**src/rtl/queen_pkg.sv**
```systemverilog
// Shared types and sizing for the N-queens solver and its board checker.
package queen_pkg;

  localparam int unsigned N      = 8;
  localparam int unsigned ROW_W  = $clog2(N);
  localparam int unsigned DIAG_N = 2 * N - 1;
  localparam int unsigned DIAG_W = $clog2(DIAG_N) + 1;
  localparam int unsigned ERR_W  = 3;

  typedef enum logic [1:0] {
    IDLE,
    CAPTURE,
    CHECK
  } state_e;

  typedef enum logic [ERR_W-1:0] {
    ERR_NONE    = 3'd0,
    ERR_ONEHOT  = 3'd1,
    ERR_ROW     = 3'd2,
    ERR_DIAG_DN = 3'd3,
    ERR_DIAG_UP = 3'd4
  } err_e;

endpackage

```
**src/rtl/queen_col_decode.sv**
```systemverilog
// Combinational column decode: one-hot legality and the row index of the queen.
module queen_col_decode
  import queen_pkg::*;
(
  input  logic [N-1:0]     col,
  output logic             onehot_ok,
  output logic [ROW_W-1:0] row
);

  always_comb begin
    onehot_ok = (col != '0) && ((col & (col - N'(1))) == '0);
    row       = '0;
    for (int unsigned i = 0; i < N; i++) begin
      if (col[i]) row = ROW_W'(i);
    end
  end

endmodule

```
**config.mk**
```make
export PLATFORM = sky130hd
export DESIGN_NAME = queen_col_decode
export DESIGN_NICKNAME = d
export VERILOG_FILES = /design/src/rtl/queen_pkg.sv /design/src/rtl/queen_col_decode.sv
export SDC_FILE = /design/constraint.sdc
export NUM_CORES = 1
export LEC_CHECK = 0
export ABC_AREA = 1
export BUFFER_PORTS_ARGS = -buffer_cell sky130_fd_sc_hd__buf_2
export CAP_MARGIN = 20
export CORE_AREA = 2 2 39 41
export DETAILED_ROUTE_END_ITERATION = 16
export DIE_AREA = 0 0 41 43
export PLACE_DENSITY = 0.37
export SLEW_MARGIN = 15
export SYNTH_ARGS = -nofsm -noshare
export SYNTH_HDL_FRONTEND = slang
export SYNTH_SLANG_ARGS = --single-unit
```
**constraint.sdc**
```tcl
create_clock -name vclk -period 0.9
set_input_delay 0.135 -clock vclk [all_inputs]
set_output_delay 0.135 -clock vclk [all_outputs]
set_load 0.01 [all_outputs]
```
==> metrics.txt <==
CP delay by family, top simple AND/OR/NAND/NOR gates; Die Wd 41 um; Mapped Area 146.4 sq um; Rel. slew slack 0.9169; Final WS setup -35.92 ps; Antenna Nets Post-Route 0; Critical Path Fanout Max 3; final setup fails 2; layout cells sized above 1 0.6327; CP max-delay cell buf_2; CP peak stage delay 130 ps; Row Count 14; Synth Instances 32; detailed placement HPWL 387.2 um; status complete, but fails checks; port bufs 12; slew at the pin with the worst max-slew slack 124.7 ps; First DRT Iteration DRCs 1; critical path class in2out; initial antenna violation count 0; final hold slack 545.9 ps; vias per cell 3.646; pwr dens 404.1 mW/mm^2; CP Buf/Inv Count 2; Overflow after GRT 0; failing checks setup timing; first-pass GRT wire length 676 um; VDD IR max 0.1169 mV; crit start category input port; DIE AREA 0.001763 sq mm; WP data required 760 ps; Data arrival, critical path 800 ps; Post-Syn Area per Cell 4.575 sq um; total power 0.1466 mW; Yosys cell types 11; Hold Crit Class in2out; io pins 12; Area Overhead vs Synth 147.9%; leakage 0.1778 nW; core area 0.001384 sq mm; largest net degree at the start of global routing 5; Final Cycle Share 1.040; Seq. cell area 0 sq um; gp weighted congestion 0.6750; TritonRoute pass-1 iters 2; Ys Warns 0; detailed-route via count 237; Initial Util 0.1058; wirelength, routed 488 um; diode count 0; Max-cap violations 0; WL/cell 7.508 um; RSZ-0062 raised after global routing true; syn_nets 40; vias in the first global route 183; CP endpoint kind primary output; fmax 1068 MHz; final net count 59; dpl ws -85.54 ps; drt drc 0; min cycle time layout 935.9 ps; Die Span Y 43 um; Fill cells 169; hold buffer count at cts 0; Seq/Total Area, Yosys 0; clock buf count 0; total number of sequential cells 0; total global-route track usage 0.05095; Slew Viols, Final 0; CP Cell Sequence buf_8 > nor2_4 > nand2_2 > o21ai_2 > nand2_1 > nor2_1 > buf_2; endpoints failing hold 0
==> synthesized netlist by cell type <==
| library cell | instances | area, sq um |
|---|---|---|
| a21oi_1 | 2 | 10.01 |
| inv_1 | 6 | 22.52 |
| nand2_1 | 10 | 37.54 |
| nand2_2 | 1 | 6.260 |
| nand3_1 | 1 | 5.000 |
| nor2_1 | 7 | 26.28 |
| nor2_2 | 1 | 6.260 |
| nor2_4 | 1 | 11.26 |
| o21ai_0 | 1 | 5.000 |
| o21ai_2 | 1 | 8.760 |
| o21bai_1 | 1 | 7.510 |
==> stage by stage <==
stage / TNS, ps / cell area [sq um] / util / std cells
5_1_grt: -171.8 / 362.8 / 0.2622 / 65
2_1_floorplan: 0 / 146.4 / - / 32
3_5_place_dp: -134.0 / 249.0 / 0.1799 / 63
3_3_place_gp: -190.4 / 249.0 / 0.1799 / 63
6_report: -45.27 / 362.8 / 0.2622 / 65
4_1_cts: -54.46 / 280.3 / 0.2025 / 63
==> placed cells by master, fill, tap and decap left out, types with 2 or more instances in the layout <==
cell     netlist  final
buf_2          0      4
buf_4          0      4
inv_4          0      2
buf_6          0      8
inv_2          0      2
nor2_2         1      2
nand2_1       10      8
nand2_4        0      2
nor2_4         1      3
inv_1          6      2
nor2_1         7      4
==> area by class of cell <==
cell class,count,area (sq um),area share
multi-input combinational,26,160.2,0.4414
timing repair buffer,17,155.1,0.4276
inverter,6,27.53,0.07586
tap,16,20.02,0.05517
==> metal layers <==
layer | vias up | GRT usage | wire length [um]
li1 | 131 | - | -
met1 | 100 | 0.07911 | 197
met2 | 6 | 0.08125 | 260
met3 | 0 | 0 | 30
met4 | 0 | 0 | 0
met5 | - | 0 | 0
==> kinds of logic (layout without fill, tap and decap cells) <==
logic type | count (synthesis) | count (layout) | share of synthesized area
buffers and inverters | 6 | 23 | 0.1538
and+or+nand+nor | 21 | 21 | 0.6326
AOI/OAI and AO/OA | 5 | 5 | 0.2137
==> power by group <==
group          switching, mW  internal (mW)
logic                 0.0667         0.0799
registers                  0              0
clock network              0              0
==> final timing paths <==
check,from,endpoint,slack [ps],cells after the start
min,col[7],row[0],550,4
max,col[3],onehot_ok,-40,7
==> timing repair <==
item	in CTS	in global routing
buffers inserted	0	2
endpoints found under the setup margin	3	2
pin swaps	2	7
cloned	0	0
gates resized for setup	13	20
==> worst min-delay path, delay by kind of cell <==
family	cells	cell delay [ps]
buffers and inverters	3	230
and+or+nand+nor	1	50
No activity file was read; power rests on OpenSTA's default activity.
